File: src/rtl/npc_pkg.sv
// Shared types and constants for the NPC execution sequencer.
// Micro-command field offsets, memory size codes and halt reason codes.
package npc_pkg;

  typedef enum logic [2:0] {
    S_IDLE,
    S_FETCH,
    S_WAIT_INST,
    S_DECODE,
    S_MEM_REQ,
    S_MEM_WAIT,
    S_WB,
    S_HALT
  } state_e;

  localparam int MC_REGEN   = 12;
  localparam int MC_PCJEN   = 11;
  localparam int MC_PCREN   = 10;
  localparam int MC_MWEN_HI = 9;
  localparam int MC_MWEN_LO = 8;
  localparam int MC_MREN_HI = 7;
  localparam int MC_MREN_LO = 6;

  localparam logic [1:0] MWEN_NONE = 2'd0;
  localparam logic [1:0] MWEN_B    = 2'd1;
  localparam logic [1:0] MWEN_H    = 2'd2;
  localparam logic [1:0] MWEN_W    = 2'd3;

  localparam logic [1:0] MREN_NONE = 2'd0;
  localparam logic [1:0] MREN_B    = 2'd1;
  localparam logic [1:0] MREN_H    = 2'd2;
  localparam logic [1:0] MREN_W    = 2'd3;

  localparam logic [1:0] HALT_EBREAK  = 2'd0;
  localparam logic [1:0] HALT_ILLEGAL = 2'd1;
  localparam logic [1:0] HALT_TIMEOUT = 2'd2;
  localparam logic [1:0] HALT_MEMCONF = 2'd3;

endpackage

File: src/rtl/npc_wait_timer.sv
// Wait-cycle counter for handshake states; expired flags the cycle that completes
// 2**W-1 consecutive enabled cycles without a clear.
module npc_wait_timer #(
  parameter int W = 8
) (
  input  logic clk,
  input  logic rst,
  input  logic clr,
  input  logic en,
  output logic expired
);

  localparam logic [W-1:0] CNT_MAX  = '1;
  localparam logic [W-1:0] CNT_LAST = {{(W-1){1'b1}}, 1'b0};

  logic [W-1:0] cnt_q;
  logic [W-1:0] cnt_d;

  always_comb begin
    cnt_d = cnt_q;
    if (clr) begin
      cnt_d = '0;
    end else if (en && (cnt_q != CNT_MAX)) begin
      cnt_d = cnt_q + 1'b1;
    end
  end

  always_ff @(posedge clk or posedge rst) begin
    if (rst) begin
      cnt_q <= '0;
    end else begin
      cnt_q <= cnt_d;
    end
  end

  // Depends only on the registered count so the FSM can use it without a comb loop.
  assign expired = en && (cnt_q == CNT_LAST);

endmodule

File: src/rtl/npc_exec_sequencer.sv
// Multi-cycle control FSM: fetch, decode, optional memory access, writeback.
// Drives IFU/LSU valid-ready handshakes and single-cycle RF/PC commit strobes.
module npc_exec_sequencer
  import npc_pkg::*;
#(
  parameter int MICRO_LEN = 13,
  parameter int INST_W    = 32,
  parameter int TIMEOUT_W = 8
) (
  input  logic                 clk,
  input  logic                 rst,
  input  logic                 start,
  output logic                 if_req_valid,
  input  logic                 if_req_ready,
  input  logic                 if_rsp_valid,
  input  logic [INST_W-1:0]    if_rsp_inst,
  output logic [INST_W-1:0]    inst_q,
  input  logic [MICRO_LEN-1:0] micro_cmd,
  input  logic                 lut_hit,
  input  logic                 is_ebreak,
  output logic                 lsu_req_valid,
  input  logic                 lsu_req_ready,
  output logic                 lsu_we,
  output logic [1:0]           lsu_size,
  input  logic                 lsu_rsp_valid,
  output logic                 rf_we,
  output logic                 pc_we,
  output logic                 pc_jump,
  output logic                 halted,
  output logic [1:0]           halt_code
);

  state_e                 state_q, state_d;
  logic [INST_W-1:0]      inst_d;
  logic [MICRO_LEN-1:0]   mc_q, mc_d;
  logic [1:0]             halt_code_q, halt_code_d;

  logic                   tmr_clr;
  logic                   tmr_en;
  logic                   tmr_expired;

  logic [1:0]             dec_mwen, dec_mren;
  logic [1:0]             mc_mwen, mc_mren;
  logic                   unused_mc_bits;

  assign dec_mwen = micro_cmd[MC_MWEN_HI:MC_MWEN_LO];
  assign dec_mren = micro_cmd[MC_MREN_HI:MC_MREN_LO];
  assign mc_mwen  = mc_q[MC_MWEN_HI:MC_MWEN_LO];
  assign mc_mren  = mc_q[MC_MREN_HI:MC_MREN_LO];

  // PCREN, ALUOP and IMM belong to the datapath; the sequencer only carries them.
  assign unused_mc_bits = ^{mc_q[MC_PCREN], mc_q[MC_MREN_LO-1:0]};

  assign tmr_en  = (state_q == S_FETCH)   || (state_q == S_WAIT_INST) ||
                   (state_q == S_MEM_REQ) || (state_q == S_MEM_WAIT);
  assign tmr_clr = (state_d != state_q);

  npc_wait_timer #(
    .W (TIMEOUT_W)
  ) u_wait_timer (
    .clk     (clk),
    .rst     (rst),
    .clr     (tmr_clr),
    .en      (tmr_en),
    .expired (tmr_expired)
  );

  always_comb begin
    state_d     = state_q;
    inst_d      = inst_q;
    mc_d        = mc_q;
    halt_code_d = halt_code_q;

    unique case (state_q)
      S_IDLE: begin
        if (start) state_d = S_FETCH;
      end
      S_FETCH: begin
        if (if_req_ready) begin
          state_d = S_WAIT_INST;
        end else if (tmr_expired) begin
          state_d     = S_HALT;
          halt_code_d = HALT_TIMEOUT;
        end
      end
      S_WAIT_INST: begin
        if (if_rsp_valid) begin
          inst_d  = if_rsp_inst;
          state_d = S_DECODE;
        end else if (tmr_expired) begin
          state_d     = S_HALT;
          halt_code_d = HALT_TIMEOUT;
        end
      end
      S_DECODE: begin
        mc_d = micro_cmd;
        if (!lut_hit) begin
          state_d     = S_HALT;
          halt_code_d = HALT_ILLEGAL;
        end else if (is_ebreak) begin
          state_d     = S_HALT;
          halt_code_d = HALT_EBREAK;
        end else if ((dec_mwen != MWEN_NONE) && (dec_mren != MREN_NONE)) begin
          state_d     = S_HALT;
          halt_code_d = HALT_MEMCONF;
        end else if ((dec_mwen | dec_mren) != 2'b00) begin
          state_d = S_MEM_REQ;
        end else begin
          state_d = S_WB;
        end
      end
      S_MEM_REQ: begin
        if (lsu_req_ready) begin
          state_d = S_MEM_WAIT;
        end else if (tmr_expired) begin
          state_d     = S_HALT;
          halt_code_d = HALT_TIMEOUT;
        end
      end
      S_MEM_WAIT: begin
        if (lsu_rsp_valid) begin
          state_d = S_WB;
        end else if (tmr_expired) begin
          state_d     = S_HALT;
          halt_code_d = HALT_TIMEOUT;
        end
      end
      S_WB: begin
        state_d = S_FETCH;
      end
      S_HALT: begin
        state_d = S_HALT;
      end
      default: begin
        state_d = S_IDLE;
      end
    endcase
  end

  // Outputs are pure decodes of registered state so reset clears them asynchronously.
  always_comb begin
    if_req_valid  = 1'b0;
    lsu_req_valid = 1'b0;
    lsu_we        = 1'b0;
    lsu_size      = 2'b00;
    rf_we         = 1'b0;
    pc_we         = 1'b0;
    pc_jump       = 1'b0;
    halted        = 1'b0;

    unique case (state_q)
      S_FETCH: begin
        if_req_valid = 1'b1;
      end
      S_MEM_REQ: begin
        lsu_req_valid = 1'b1;
        lsu_we        = (mc_mwen != MWEN_NONE);
        lsu_size      = (mc_mwen != MWEN_NONE) ? mc_mwen : mc_mren;
      end
      S_WB: begin
        rf_we   = mc_q[MC_REGEN];
        pc_we   = 1'b1;
        pc_jump = mc_q[MC_PCJEN];
      end
      S_HALT: begin
        halted = 1'b1;
      end
      default: begin
      end
    endcase
  end

  assign halt_code = halt_code_q;

  always_ff @(posedge clk or posedge rst) begin
    if (rst) begin
      state_q     <= S_IDLE;
      inst_q      <= '0;
      mc_q        <= '0;
      halt_code_q <= 2'b00;
    end else begin
      state_q     <= state_d;
      inst_q      <= inst_d;
      mc_q        <= mc_d;
      halt_code_q <= halt_code_d;
    end
  end

endmodule
File: config.mk
export PLATFORM = sky130hd
export DESIGN_NAME = npc_exec_sequencer
export DESIGN_NICKNAME = d
export VERILOG_FILES = /design/src/rtl/npc_pkg.sv /design/src/rtl/npc_wait_timer.sv /design/src/rtl/npc_exec_sequencer.sv
export SDC_FILE = /design/constraint.sdc
export NUM_CORES = 1
export LEC_CHECK = 0
export ABC_AREA = 1
export CAP_MARGIN = 30
export CORE_AREA = 2 2 84 86
export DETAILED_ROUTE_END_ITERATION = 12
export DIE_AREA = 0 0 86 88
export PLACE_DENSITY = 0.72
export SYNTH_ARGS = -nofsm -noshare
export SYNTH_HDL_FRONTEND = slang
export SYNTH_HIERARCHICAL = 1
export SYNTH_SLANG_ARGS = --single-unit
File: constraint.sdc
create_clock -name clk -period 2.8 [get_ports clk]
set_clock_uncertainty 0.05 [all_clocks]
set_input_delay 0.56 -clock clk [delete_from_list [all_inputs] [get_ports clk]]
set_output_delay 0.56 -clock clk [all_outputs]
set_load 0.05 [all_outputs]
==> Yosys cells after proc, flatten, opt, wreduce, memory -nomap -nowiden <==
Index checks and enable logic that the tools add are counted.
{ "word_totals": {"romBits": 0, "elab_cells": 68, "out_inout_bits": 43, "latchBits": 0, "ramBits": 0, "in_bits": 54, "n_memories": 0, "ff_bits": 58} }
{ "classes": {"n_eq_ne": 15, "mux": 31, "mul": 0, "addsub": 1, "order_cmp": 0, "shifts": 0, "n_reduce_logical": 15, "n_div": 0, "n_bitwise": 1} }
{ "op_table": {"columns": ["operator", "count"], "rows": [
  ["2-bit two-way mux", 14],
  ["3-bit one-hot mux with 8 select lines", 1],
  ["3-bit two-way mux", 6],
  ["8-bit two-way mux", 2],
  ["3-bit == test, second input constant", 4],
  ["2-bit one-hot mux with 5 select lines", 1],
  ["2-bit nonzero test", 5],
  ["8-bit by 1-bit adder with 8-bit output, second input constant", 1],
  ["8-bit == test, second input constant", 1],
  ["2-bit != test, second input constant", 4],
  ["8-bit != test, second input constant", 1],
  ["1-bit two-way mux", 7],
  ["3-bit by 2-bit == test with 1-bit output, second input constant", 2],
  ["6-bit AND reduction", 1],
  ["5-bit nonzero test", 1],
  ["4-bit != test, second input constant", 1],
  ["3-bit by 1-bit == test with 1-bit output, second input constant", 1],
  ["1-bit logical AND", 3],
  ["3-bit logical NOT", 1],
  ["1-bit logical OR", 3],
  ["3-bit != test", 1],
  ["2-bit OR", 1],
  ["2-bit AND reduction", 1]
]} }

==> Depth between registers and ports, before layout <==
{ "depth": {"depth_word": 10, "mapped_depth": 21, "depth_no_buf": 20} }

==> Cells and area by module <==
Netlist, hierarchy kept.
{ "modules_own_cells": {"columns": ["module", "area_each_um2", "seq_area_each_um2", "cells_per_inst", "n_inst"], "rows": [
  ["npc_exec_sequencer", 2073.2, 1076.0, 273, 1],
  ["npc_wait_timer", 531.8, 200.2, 77, 1]
]} }

==> Least setup slack after synthesis <==
Ideal clock, no wire load.
{ "synth_path": {"path_kind": "register to output", "startpoint": "reg state_q[0]", "endpoint": "out pc_jump", "slack_ps": -18, "path_buffers": 1, "path_stages_with_launch": 7, "required_ps": 2190, "t_arrival_ps": 2208, "cell_sequence": "dfrtp_1 -> buf_6 -> inv_2 -> nand2_1 -> nor2_1 -> inv_1 -> nor2_1"} }
{ "synth_between": {"elab_chain_cells": 2} }
{ "synth_lines": {"columns": ["item", "line_no", "text"], "rows": [
  ["start: declaration", "npc_exec_sequencer.sv:33", "state_e state_q, state_d;"],
  ["start signal: assignment", "npc_exec_sequencer.sv:182", "state_q <= state_d;"],
  ["3-bit == test", "npc_exec_sequencer.sv:151", "unique case (state_q)"],
  ["1-bit two-way mux", "npc_exec_sequencer.sv:151", null],
  ["end: declaration", "npc_exec_sequencer.sv:28", "output logic pc_jump,"]
]} }
No other way between the ends.

==> Worst setup path after layout <==
{ "layout_path": {"startpoint": "reg state_q[2]", "endpoint": "out pc_we"} }
{ "layout_between": {"elab_chain_cells": 2} }
{ "layout_lines": {"columns": ["item", "line_no", "text"], "rows": [
  ["3-bit == test", "npc_exec_sequencer.sv:151", null],
  ["1-bit two-way mux", "npc_exec_sequencer.sv:151", null],
  ["end: declaration", "npc_exec_sequencer.sv:27", "output logic pc_we,"]
]} }
No other way between the ends.

==> summary.txt <==
Global route
  – Vias in the first global route: 2553
  – Initial antenna violation count: 0
  – Grt total ovfl: 0
  – Largest net degree at the start of global routing: 35
  – Tot GR Track Use: 0.186
  – First-pass GRT wire length: 11300 µm

Cells and area
  – N_diodes: 0
  – Filler cell count in the final layout: 600
  – Layout cells sized above 1: 0.116
  – Area grow syn2layout: 44.5%
  – Commonest non-fill, non-tap cell in the layout: nand2_1
  – Nets: about 500
  – Most frequent cells in the layout: 164 x nand2_1, 83 x clkdlybuf4s50_1, 49 x dfrtp_1, 26 x inv_1, 26 x nor2_1

Setup path
  – CP Cell Sequence: inv_2 -> nor2_1 -> clkdlybuf4s50_1
  – Max FO, Critical Path: 9
  – Max incr delay on CP: between 0.8 and 0.9 ns
  – Reg2reg path depth: 20
  – WS Path Type: register to output port
  – Slowest cell on crit path: clkdlybuf4s50_1
  – CP Data Required Time: 2.19 ns
  – CP endpoint kind: output port
  – Crit start category: register
  – CP arrival: 2.06 ns

Floorplanning
  – Die Area: roughly 0.0076 mm²
  – Initial Util: 0.392
  – Die W: 86 µm
  – I/O pins: 97
  – Die Height: 88 µm
  – Core area: 0.00664 mm²
  – Num rows: 30

Outcome
  – Status: finished clean

Detailed routing
  – Post-route ant nets: 0
  – WL/cell: 12.8 µm
  – Remaining DRCs: 0
  – Vias per inst: 4.85
  – Via Count: 2565
  – Initial DRC Count: 110
  – DRT Wirelength: 6750 µm
  – DR pass1 iterations: 5

Synthesis
  – Post-Syn Area: 0.00260 mm²
  – Mapped Avg Cell Area: roughly 7.4 µm²
  – Post-synthesis register bit count: a little over 50
  – Post-Synthesis Cells: 350
  – Seq/Total Area, Yosys: 0.490
  – Mapped Nets: 406
  – Ys Warns: 6
  – Synth unique cells: 28

Clocking
  – Clock-pin slew on the worst setup and hold paths: 0.09 ns
  – Clock sink total: 51
  – Clock root buffer: clkbuf_8
  – CTS tree: yes
  – Worst skew pair latency: 0.30 ns
  – Clock buffer depth: 2
  – Count of hold-fix buffers inserted at cts: 0
  – H-tree Lvls: 2
  – CTS Buf Count: 5

Timing
  – Final Setup Violations: 0
  – Fin crit share: 0.954
  – Setup tns final: 0 ns
  – Final min period: 2.67 ns
  – FMAX: 0.374 GHz
  – Worst-margin pin slew: 0.530 ns
  – Slew HR: 0.646
  – Slew Viols, Final: 0
  – Final setup margin: 0.129 ns
  – Final Hold Violating Endpoints: 0

Placement
  – DP HPWL: 5020 µm
  – Routability Congestion: ~0.86
  – Pre-CTS setup slack: 0.147 ns
  – PortBufs: 89

Pwr
  – Power per standard cell area: approximately 360 mW/mm²
  – Lkg Pwr: 1.88 nW
  – Peak supply drop: 246 µV

Hold path
  – Worst hold-check path type: register to register
  – Hold path cells: 2

Run
  – Max Cap Viol: 0
[cells by family (layout without fill, tap and decap cells)]
logic type | count (synthesis) | after routing | share of synthesized area
AND/OR/NAND/NOR | 231 | 231 | 0.373
flip-flops | 51 | 51 | 0.490
buffers and inverters | 44 | 143 | 0.0744
AO/OA/AOI/OAI | 20 | 20 | 0.0461
adder cells (fa/ha/maj) | 2 | 2 | 0.00960
XOR/XNOR | 2 | 2 | 0.00673
[path summary, 6_finish.rpt]
check,startpoint,endpoint,slack (ns)
setup / recovery,state_q[2],pc_we,0.13
hold / removal,inst_q[1],inst_q[1],0.43
setup reg to reg,state_q[0],u_wait_timer/cnt_q[2],0.24
hold reg to reg,inst_q[1],inst_q[1],0.43
max in group asynchronous,rst,halt_code[1],1.72
min in group asynchronous,rst,state_q[0],0.51
[stage by stage]
step	hold slack [ns]	std cells	power (mW)	cell area, µm²	utilization
floorplan	0.326	350	0.766	2610	-
global placement	0.412	517	0.841	3600	0.541
detailed placement	0.416	517	0.841	3600	0.541
CTS	0.439	525	1.37	3710	0.559
global route	0.464	529	1.41	3760	0.566
finish	0.432	529	1.35	3760	0.566
[layer usage]
| layer | vias to the layer above | GRT usage | share of wire |
|---|---|---|---|
| met1 | 1192 | 0.220 | 0.41 |
| met5 | - | 0 | 0 |
| li1 | 1276 | - | - |
| met4 | 0 | 0.0620 | 0.019 |
| met3 | 13 | 0.0669 | 0.084 |
| met2 | 84 | 0.316 | 0.48 |
[critical path: cells and delay by family, from the launching register on]
kind	cells	cell delay, ns
simple gates	1	0.23
flops	1	0.56
buf+inv	2	0.98
[cell type report]
| class | count | area (µm²) | share of cell area |
|---|---|---|---|
| multi-input cells | 255 | 1150 | 0.305 |
| flip-flops and latches | 51 | 1280 | 0.340 |
| clock buffers | 6 | 82.6 | 0.0219 |
| repair buffers | 101 | 985 | 0.262 |
| well taps | 80 | 100 | 0.0266 |
| inverters | 34 | 134 | 0.0356 |
| clock inverters | 2 | 35.0 | 0.00931 |
[cell usage after synthesis (all sizes together)]
cell	count	share of area
o211ai	2	0.0077
nand4	9	0.022
ha	2	0.0096
nand2	171	0.26
o21ai	12	0.023
inv	33	0.049
buf	6	0.017
clkinv	1	0.0019
a211oi	1	0.0048
nor4	1	0.0024
dfrtp	51	0.49
xor2	2	0.0067
nand3	16	0.033
nor2	34	0.060
clkbuf	4	0.0058
a21oi	4	0.0077
a21boi	1	0.0029
[registers in the layout (all words and copies together) (netlist names)]
register / cells
inst_q: 32
u_wait_timer/cnt_q: 8
mc_q: 6
state_q: 3
halt_code: 2
[where the power goes]
part           internal (mW)  total, mW  switching (mW)
Combinational         0.0600     0.0889          0.0289
Sequential             0.736      0.736               0
Clock                  0.289      0.529           0.239
Total                   1.09       1.35           0.268
[repair_timing]
item | in CTS | in global routing
gates resized for setup | 1 | 6
pin swaps | 0 | 1
setup buffers | 0 | 4
setup endpoints to repair | 1 | 9
Power figures use the tool's default switching activity.
